File: src/rtl/alarm_match_controller.sv
// Alarm match controller.
// Holds a programmable alarm time and day-of-week mask, detects minute changes on the
// packed current-time word and runs the alarm FSM (disarmed, armed, ringing, snooze).
//
// Ports:
//   Clk       system clock, rising edge
//   Clr_n     synchronous active-low reset
//   CTO       current time {day[2:0], hour[4:0], min_tens[2:0], min_units[3:0]}
//   ATI, DMI  alarm time / day mask to load when LD_AT is high
//   LD_AT     load strobe
//   AL_EN     alarm enable level; low forces the disarmed state
//   SNZ, STOP one-cycle snooze / stop requests
//   ATO, DMO  stored alarm time / day mask
//   Buzz      high only while ringing (registered)
//   Snoozing  high only while snoozing (registered)
//   LD_ERR    sticky flag, last load attempt carried an invalid time
module alarm_match_controller #(
  parameter int unsigned SNOOZE_MIN       = 5,
  parameter int unsigned RING_TIMEOUT_MIN = 10,
  parameter int unsigned MAX_SNOOZE       = 3
) (
  input  logic        Clk,
  input  logic        Clr_n,
  input  logic [14:0] CTO,
  input  logic [11:0] ATI,
  input  logic [6:0]  DMI,
  input  logic        LD_AT,
  input  logic        AL_EN,
  input  logic        SNZ,
  input  logic        STOP,
  output logic [11:0] ATO,
  output logic [6:0]  DMO,
  output logic        Buzz,
  output logic        Snoozing,
  output logic        LD_ERR
);

  localparam logic [4:0] SnzAdd   = 5'(SNOOZE_MIN);
  localparam logic [4:0] RingLast = 5'(RING_TIMEOUT_MIN - 1);
  localparam logic [2:0] MaxSnz   = 3'(MAX_SNOOZE);

  typedef enum logic [1:0] {StDisarmed, StArmed, StRinging, StSnooze} state_e;

  state_e      state_q, state_d;
  logic [11:0] ato_q, ato_d;
  logic [6:0]  dmo_q, dmo_d;
  logic        ld_err_q, ld_err_d;
  logic [2:0]  snz_cnt_q, snz_cnt_d;
  logic [4:0]  ring_cnt_q, ring_cnt_d;
  logic [11:0] snz_tgt_q, snz_tgt_d;
  logic [11:0] prev_q;
  logic        prev_valid_q;
  logic        buzz_q, snoozing_q;

  logic        me;
  logic        at_valid;
  logic        day_ok;
  logic [7:0]  dmo_ext;

  // Add the snooze length to an hh:mm word with BCD minutes, wrapping at 24:00.
  function automatic logic [11:0] add_snooze(input logic [11:0] t);
    logic [4:0] u;
    logic [2:0] tens;
    logic [4:0] hr;
    u    = {1'b0, t[3:0]} + SnzAdd;
    tens = t[6:4];
    hr   = t[11:7];
    if (u >= 5'd10) begin
      u = u - 5'd10;
      if (tens == 3'd5) begin
        tens = 3'd0;
        hr   = (hr == 5'd23) ? 5'd0 : hr + 5'd1;
      end else begin
        tens = tens + 3'd1;
      end
    end
    return {hr, tens, u[3:0]};
  endfunction

  assign me       = prev_valid_q && (CTO[11:0] != prev_q);
  assign at_valid = (ATI[3:0] <= 4'd9) && (ATI[6:4] <= 3'd5) && (ATI[11:7] <= 5'd23);
  // Bit 7 is zero so a day value of 7 never matches.
  assign dmo_ext  = {1'b0, dmo_q};
  assign day_ok   = dmo_ext[CTO[14:12]];

  always_comb begin
    state_d    = state_q;
    ato_d      = ato_q;
    dmo_d      = dmo_q;
    ld_err_d   = ld_err_q;
    snz_cnt_d  = snz_cnt_q;
    ring_cnt_d = ring_cnt_q;
    snz_tgt_d  = snz_tgt_q;

    // Register loading happens regardless of AL_EN; only the state is overridden by it.
    if (LD_AT) begin
      if (at_valid) begin
        ato_d     = ATI;
        dmo_d     = DMI;
        ld_err_d  = 1'b0;
        snz_cnt_d = 3'd0;
      end else begin
        ld_err_d  = 1'b1;
      end
    end

    if (!AL_EN) begin
      state_d = StDisarmed;
    end else if (LD_AT) begin
      // A load cycle swallows STOP/SNZ/minute events.
      if (at_valid || state_q == StDisarmed) state_d = StArmed;
    end else begin
      unique case (state_q)
        StDisarmed: state_d = StArmed;
        StArmed: begin
          if (me && CTO[11:0] == ato_q && day_ok) begin
            state_d    = StRinging;
            ring_cnt_d = 5'd0;
            snz_cnt_d  = 3'd0;
          end
        end
        StRinging: begin
          if (STOP) begin
            state_d = StArmed;
          end else if (SNZ && snz_cnt_q < MaxSnz) begin
            state_d   = StSnooze;
            snz_cnt_d = snz_cnt_q + 3'd1;
            snz_tgt_d = add_snooze(CTO[11:0]);
          end else if (me) begin
            if (ring_cnt_q == RingLast) state_d = StArmed;
            else ring_cnt_d = ring_cnt_q + 5'd1;
          end
        end
        StSnooze: begin
          if (STOP) begin
            state_d = StArmed;
          end else if (me && CTO[11:0] == snz_tgt_q) begin
            state_d    = StRinging;
            ring_cnt_d = 5'd0;
          end
        end
        default: state_d = StDisarmed;
      endcase
    end
  end

  always_ff @(posedge Clk) begin
    if (!Clr_n) begin
      state_q      <= StDisarmed;
      ato_q        <= '0;
      dmo_q        <= '0;
      ld_err_q     <= 1'b0;
      snz_cnt_q    <= '0;
      ring_cnt_q   <= '0;
      snz_tgt_q    <= '0;
      prev_q       <= '0;
      prev_valid_q <= 1'b0;
      buzz_q       <= 1'b0;
      snoozing_q   <= 1'b0;
    end else begin
      state_q      <= state_d;
      ato_q        <= ato_d;
      dmo_q        <= dmo_d;
      ld_err_q     <= ld_err_d;
      snz_cnt_q    <= snz_cnt_d;
      ring_cnt_q   <= ring_cnt_d;
      snz_tgt_q    <= snz_tgt_d;
      prev_q       <= CTO[11:0];
      prev_valid_q <= 1'b1;
      buzz_q       <= (state_d == StRinging);
      snoozing_q   <= (state_d == StSnooze);
    end
  end

  assign ATO      = ato_q;
  assign DMO      = dmo_q;
  assign Buzz     = buzz_q;
  assign Snoozing = snoozing_q;
  assign LD_ERR   = ld_err_q;

endmodule
File: config.mk
export PLATFORM = sky130hd
export DESIGN_NAME = alarm_match_controller
export DESIGN_NICKNAME = d
export VERILOG_FILES = /design/src/rtl/alarm_match_controller.sv
export SDC_FILE = /design/constraint.sdc
export NUM_CORES = 1
export LEC_CHECK = 0
export ABC_AREA = 1
export CAP_MARGIN = 20
export CORE_ASPECT_RATIO = 0.75
export CORE_MARGIN = 2
export CORE_UTILIZATION = 25
export CTS_CLUSTER_SIZE = 24
export DETAILED_ROUTE_END_ITERATION = 10
export SYNTH_ARGS = -nofsm -noshare
export SYNTH_HDL_FRONTEND = slang
export SYNTH_SLANG_ARGS = --single-unit
File: constraint.sdc
create_clock -name Clk -period 2.85 [get_ports Clk]
set_input_delay 0.4275 -clock Clk [delete_from_list [all_inputs] [get_ports Clk]]
set_output_delay 0.4275 -clock Clk [all_outputs]
set_load 0.02 [all_outputs]
Word level (Yosys, flattened, before mapping):

Cells that the tools add are included.
Widths: inputs -> output; s select.

* output and inout bits: 22
* register bits after elaboration: 57
* word-level logic and storage cells: 93
* bits of input ports: 40

* add/sub/neg operators: 6
* $lt $le $gt $ge: 6
* reductions and logical operators: 13
* equality and inequality tests: 18
* bitwise logic cells: 2
* mux-type cells: 37

Operators by type and width (count)
* $mux 5: 10
* $mux 3: 9
* $eq 12x12->1: 2
* $mux 2: 10
* $pmux 5 s3: 1
* $ne 2x2->1 const B: 7
* $ne 12x12->1: 1
* $add 5x1->5 const B: 2
* $reduce_and 10->1: 1
* $eq 2x2->1 const B: 4
* $pmux 2 s4: 1
* $logic_and 1x1->1: 7
* $add 3x1->3 const B: 2
* $pmux 3 s2: 1
* $add 4x3->5 const B: 1
* $eq 5x4->1 const B: 1
* $eq 5x5->1 const B: 1
* $ge 5x4->1 const B: 1
* $le 5x5->1 const B: 1
* $reduce_and 5->1: 1
* $le 4x4->1 const B: 1
* $lt 3x4->1 const B: 1
* $mux 4: 1
* $sub 4x4->4 const B: 1
* 11 further kinds: 14

Longest topological paths before layout:

Gate-level depths: netlist (run 1).

* depth in word-level cells: 10
* depth in mapped cells: 17

Worst setup path before layout (run 1):

Ideal clock, no wire load.

* path type: input -> register
* from: input port CTO[0]
* to: register snz_tgt_q[9]
* setup slack: 0.923 ns
* stages: 14
* library setup time: 0.109 ns
* arrival: 1.818 ns
* path buffers: 0
* cells stage by stage: ha_1 xnor2_1 inv_1 ha_1 nand2_1 nand2_2 nand2_4 inv_6 nor2_8 nand3_4 nor3_1 o21ai_0 nand2_1 inv_1

* word-level cells in the longest chain between the ends: 3

Ends and longest elaborated chain
* start: declaration: line 24 `input logic [14:0] CTO,`
* $add 4x3->5: line 65 `u = {1'b0, t[3:0]} + SnzAdd;`
* $ge 5x4->1: line 68 `if (u >= 5'd10) begin`
* $mux 5: line 68
* end signal: assignment: line 167 `snz_tgt_q <= snz_tgt_d;`
* end: declaration: line 50 `logic [11:0] snz_tgt_q, snz_tgt_d;`

Every way passes these cells.
A chain may end at the register's enable or synchronous reset.

Final worst setup path (run 1):

* from: input port CTO[1]
* to: register snz_tgt_q[10]

The elaborated chain is that of the path after synthesis.

==> flow_summary.yaml, run 1 <==
outcome:
  outcome: "finished, final reports clean"
worst_setup_path:
  worstPathArrival_ns: 2.59
  critPathLaunch: "CTO[1]"
  crit_type: "in -> reg"
  cpMostUsedCell: "ha_1"
  r2r-start: "state_q[0]"
  end_kind: "register"
  r2r_cells: 8
  reg2reg_to: "snz_tgt_q[10]"
  worstPathMaxFanout: 9
  crit_required_ns: 3.11
  cp_cell_sequence: "clkdlybuf4s50_1 -> inv_2 -> ha_1 -> ha_1 -> nand2_1 -> nand2_2 -> nand2_4 -> buf_4 -> a31oi_1 -> nand3b_1 -> a21oi_1"
  worst_path_dominant_cell_family: "buffers and inverters"
  cp-start-kind: "input port"
  slowest_delay_ns: 0.64
  crit_slowest_cell: "clkdlybuf4s50_1"
  cp_num_buf_inv: 3
  ff2ff_setup_slack_ns: 0.90
route:
  wl_um: 8760
  wl_per_cell_um: 12.3
  drt-initial-drc-count: 142
  via_per_inst: 4.41
  route.detailed.drc: 0
  ant_nets: 0
  first_pass_iters: 5
  vias: 3139
pwr:
  power_switching_uw: 598
  p_leak_uw: 0.00185
  power_density_nw_per_um2: 501
  sw_frac_of_total: 0.275
  peakVddDrop_v: 0.000262
  power.total_uw: 2170
  p_int_uw: 1580
  combinationalPowerShare: 0.169
  seqPwrFrac: 0.392
  p_clk_frac: 0.439
logic_synthesis:
  yosysWarnings: 0
  synthTopCellsByArea: "dfxtp_1, nand2_1, inv_1"
  synth_most_common_cell: "nand2_1"
  syn_area_um2: 3290
  synth_top_area_share: 0.347
  ys_ff_latch: 57
  synth_top_flop_cell: "dfxtp_1"
  ys_async_sr_fraction: 0
  synth_edf_count: 0
  synthTopCellsByCount: "nand2_1, inv_1, dfxtp_1, a21oi_1, o21ai_0"
  synth.distinct_cells: 40
  avgSynthCellArea_um2: 6.95
  yosysSeqAreaShare: 0.347
  synth_top_area_cell: "dfxtp_1"
  syn_inst: 473
  syn_nets: 524
global_routing:
  grt_overflow: 0
  antenna_found_initial: 0
  grt_usage: 0.133
  grt_first_pass_wirelength_um: 14300
  grt_start_max_net_pins: 32
  grt_pass1_vias: 3004
timing:
  finalSetupViolCount: 0
  worst_slack_ns: 0.520
  skew_ns: 0.00764
  finalCritPeriodShare: 0.818
  fmax_mhz: 429
  drv_slew: 0
  whs_ns: 0.471
  slew_headroom: 0.659
  finalHoldViolations: 0
  worst_slew_pin_slew_ns: 0.505
  min_period_ns: 2.33
  fin_setup_tns_ns: 0
  rsz0062_at_grt: "no"
clocking:
  numCtsBuffers: 9
  clkSinkCount: 57
  cts_tree: "yes"
  path_clk_slew_ns: 0.05
  clock_path_buffers: 2
  cts-htree-levels: 3
  cts_setup_buffers: 0
  root_buffer: "clkbuf_16"
  clk_latency_ns: 0.34
  holdBufCountCts: 0
  ctsResizeCount: 0
hold_path:
  hp-class: "reg -> reg"
  holdPathEnd: "DMO[6]"
  min_from: "DMO[6]"
  hold_depth: 2
floorplan:
  die_width_um: 136
  die_h_um: 103
  rows: 36
  start_util: 0.254
  die_area_um2: 14100
  core_area_um2: 12900
  io_pins: 62
placement:
  place_congestion: 0.867
  port_buffers: 61
  post-place-ws_ns: 0.194
  hpwl_um: 6740
cells_and_area:
  diodes: 0
  drive_gt1_frac: 0.0832
  nets: 587
  syn2layout_area_growth_pct: 31.8
run:
  cap_violations: 0
[per-stage QoR]
step	utilization	instances	cell area, um^2
6_report	0.335	712	4340
5_1_grt	0.335	712	4340
4_1_cts	0.335	712	4340
3_5_place_dp	0.316	696	4080
3_3_place_gp	0.316	696	4080
2_1_floorplan	-	473	3290
[how the worst max path moves through the flow]
stage                     to  slack, ns  cells after the start
2_1_floorplan   snz_tgt_q[9]       0.92                     14
3_3_place_gp   snz_tgt_q[10]       0.25                     11
3_5_place_dp    snz_tgt_q[8]       0.19                     14
4_1_cts         snz_tgt_q[9]       0.55                     15
5_1_grt         snz_tgt_q[9]       0.35                     15
6_report       snz_tgt_q[10]       0.52                     11
[worst register-to-register path: stages, from the launching register on]
cell and delay, ns:
dfxtp_1 0.34, inv_1 0.11, ha_1 0.41, inv_1 0.17
nor2_4 0.14, inv_1 0.18, a31oi_1 0.27, nand3b_1 0.11
a21oi_1 0.14
[cells by family after synthesis]
kind of cell             Yosys count  share of synthesized area
buffers and inverters             96                      0.124
flip-flops                        57                      0.347
adder cells (fa/ha/maj)           11                     0.0418
AO/OA/AOI/OAI                     89                      0.151
XOR/XNOR                          28                     0.0768
AND/OR/NAND/NOR                  192                      0.260
[cells in the final DEF (no fill, tap or decap), types with 3 or more instances in the layout]
master / n
nand2_1: 115
inv_1: 67
clkdlybuf4s50_1: 61
dfxtp_1: 57
a21oi_1: 38
o21ai_0: 35
nor2_1: 28
xnor2_1: 21
nand3_1: 20
nand4_1: 13
ha_1: 11
buf_4: 11
clkbuf_16: 9
inv_2: 8
xor2_1: 6
nor3_1: 4
clkinv_2: 4
o211ai_1: 3
o21ai_1: 3
clkbuf_1: 3
[registers in the layout (all words and copies together), names as in the netlist]
register / cells
Buzz: 1
prev_q: 12
ring_cnt_q: 5
LD_ERR: 1
Snoozing: 1
snz_cnt_q: 3
DMO: 7
prev_valid_q: 1
state_q: 2
snz_tgt_q: 12
ATO: 12
[power groups by stage]
stage	clock (uW)	sequential [uW]	combinational, uW
final	953	853	368
after global routing	1010	856	407
after detailed placement	0	869	368
after CTS	983	853	370
after global placement	0	868	365
after floorplan	0	889	189
[area by class of cell]
class | instances | area [um^2]
clock buffers | 12 | 236
clock inverters | 4 | 20.0
fillers | 1346 | 8590
well taps | 171 | 214
multi-input cells | 320 | 1740
repair buffers | 72 | 693
flip-flops and latches | 57 | 1140
inverters | 76 | 290
[metal layers]
metal | track usage | share of wire | vias up
met1 | 0.175 | 0.52 | 1424
met3 | 0.0429 | 0.054 | 11
met4 | 0.0489 | 0.014 | 0
li1 | - | - | 1627
met5 | 0 | 0 | -
met2 | 0.204 | 0.41 | 77
Power figures use the tool's default switching activity.
==> inputs of run 2 (changes only) <==
Clock period 2.85 ns to 1.98 ns, I/O delays scaled along.
==> flow_summary.yaml, run 2 (same netlist as run 1, synthesis figures left out) <==
worst_setup_path:
  worstPathMaxFanout: 5
  r2r-start: "ring_cnt_q[1]"
  crit_required_ns: 2.20
  reg2reg_to: "ring_cnt_q[1]"
  cp-start-kind: "input port"
  ff2ff_setup_slack_ns: 0.22
  cp_cell_sequence: "dlygate4sd2_1 -> buf_4 -> ha_1 -> ha_1 -> nand2_1 -> nand2_2 -> nand2_4 -> inv_6 -> nor2_8 -> nand3_4 -> nor3_1 -> o21ai_0 -> nand2_1 -> inv_1"
  end_kind: "register"
  worstPathArrival_ns: 2.08
  crit_slowest_cell: "ha_1"
  endpoint: "snz_tgt_q[9]"
  r2r_cells: 11
  slowest_delay_ns: 0.32
  crit_type: "in -> reg"
  critPathLaunch: "CTO[0]"
floorplan:
  start_util: 0.254
  die_area_um2: 14100
  io_pins: 62
  die_h_um: 103
  rows: 36
  die_width_um: 136
  core_area_um2: 12900
cells_and_area:
  nets: 630
  drive_gt1_frac: 0.160
  syn2layout_area_growth_pct: 43.9
  fill_cells: 1320
  diodes: 0
  layout_common_cells: "nand2_1, inv_1, dfxtp_1"
  multi_input_area_um2: 1750
  regArea_um2: 1140
  final_common_cell: "nand2_1"
  fin_area_um2: 4730
placement:
  place_congestion: 0.844
  hpwl_um: 7130
  placed_cell_area_um2: 4400
  port_buffers: 61
timing:
  fmax_mhz: 539
  rsz0062_at_grt: "no"
  skew_ns: 0.00437
  min_period_ns: 1.86
  worst_slew_pin_slew_ns: 0.493
  finalHoldViolations: 0
  whs_ns: 0.304
  finalCritPeriodShare: 0.937
  drv_slew: 0
  finalSetupViolCount: 0
  slew_headroom: 0.671
clocking:
  cts_setup_buffers: 0
  cts-htree-levels: 3
  numCtsBuffers: 9
  cts_tree: "yes"
  clkSinkCount: 57
  clock_path_buffers: 2
  path_clk_slew_ns: 0.05
  clk_latency_ns: 0.32
  root_buffer: "clkbuf_16"
pwr:
  p_clk_frac: 0.457
  p_leak_uw: 0.00217
  power.total_uw: 3360
  peakVddDrop_v: 0.000331
  sw_frac_of_total: 0.252
  power_density_nw_per_um2: 709
  p_int_uw: 2510
  combinationalPowerShare: 0.177
  power_switching_uw: 845
  seqPwrFrac: 0.366
outcome:
  outcome: "finished, final reports clean"
global_routing:
  grt_pass1_vias: 3273
  grt_overflow: 0
  grt_start_max_net_pins: 27
  grt_first_pass_wirelength_um: 15100
  grt_usage: 0.137
  antenna_found_initial: 0
hold_path:
  hp-class: "in -> reg"
route:
  first_pass_iters: 4
  vias: 3298
  wl_per_cell_um: 12.1
  drt-initial-drc-count: 162
  route.detailed.drc: 0
  via_per_inst: 4.37
  wl_um: 9110
  ant_nets: 0
run:
  cap_violations: 0
-- run 2: cell types whose count changed in the layout (fill, tap and decap cells not counted), moves of 3 or more --
| cell | previous run | this run |
|---|---|---|
| buf_4 | 11 | 54 |
| clkdlybuf4s50_1 | 61 | 48 |
| dlymetal6s2s_1 | 0 | 10 |
| dlygate4sd2_1 | 0 | 3 |
-- run 2: worst min-delay path by stage --
stage / from / endpoint / slack (ns) / cells after the start
2_1_floorplan: Clr_n / prev_valid_q / 0.32 / 0
5_1_grt: CTO[3] / prev_q[3] / 0.32 / 3
3_5_place_dp: DMO[3] / DMO[3] / 0.46 / 2
6_report: CTO[3] / prev_q[3] / 0.30 / 3
4_1_cts: CTO[2] / prev_q[2] / 0.45 / 3
3_3_place_gp: DMO[3] / DMO[3] / 0.45 / 2
-- run 2: timing repair --
item	CTS	global route
resized for setup	3	16
gates cloned	0	0
hold buffers	0	0
endpoints found under the setup margin	11	14
-- run 2: power by group through the flow --
stage / logic (uW) / registers (uW) / clock network (uW)
floorplan: 272 / 1280 / 0
global placement: 591 / 1250 / 0
detailed placement: 598 / 1250 / 0
CTS: 599 / 1230 / 1570
global route: 657 / 1230 / 1630
finish: 595 / 1230 / 1530
-- run 2: metal layers --
metal / vias up / wire length (um) / GRT usage
met3: 11 / 528 / 0.0439
met2: 90 / 3960 / 0.220
li1: 1719 / - / -
met4: 0 / 103 / 0.0313
met1: 1478 / 4520 / 0.182
met5: - / 0 / 0
-- run 2: cell type report --
| cell class | instances | share of cell area |
|---|---|---|
| clock inverters | 3 | 0.00846 |
| well taps | 171 | 0.0452 |
| inverters | 76 | 0.0613 |
| multi-input cells | 320 | 0.370 |
| repair buffers | 115 | 0.219 |
| clock buffers | 12 | 0.0542 |
| flip-flops and latches | 57 | 0.241 |
-- run 2: per-stage QoR --
step           utilization  setup slack [ns]  std cells  TNS, ns
5_1_grt              0.366            0.0105        754        0
3_5_place_dp         0.341            -0.441        739    -7.26
4_1_cts              0.363           0.00459        754        0
2_1_floorplan            -             0.184        473        0
3_3_place_gp         0.341            -0.383        739    -6.50
6_report             0.366             0.124        754        0
-- run 2: critical path, delay by kind of cell --
kind	cells	cell delay [ns]
fa+ha+maj	2	0.53
compound gates	1	0.10
simple gates	7	0.63
buf+inv	4	0.52
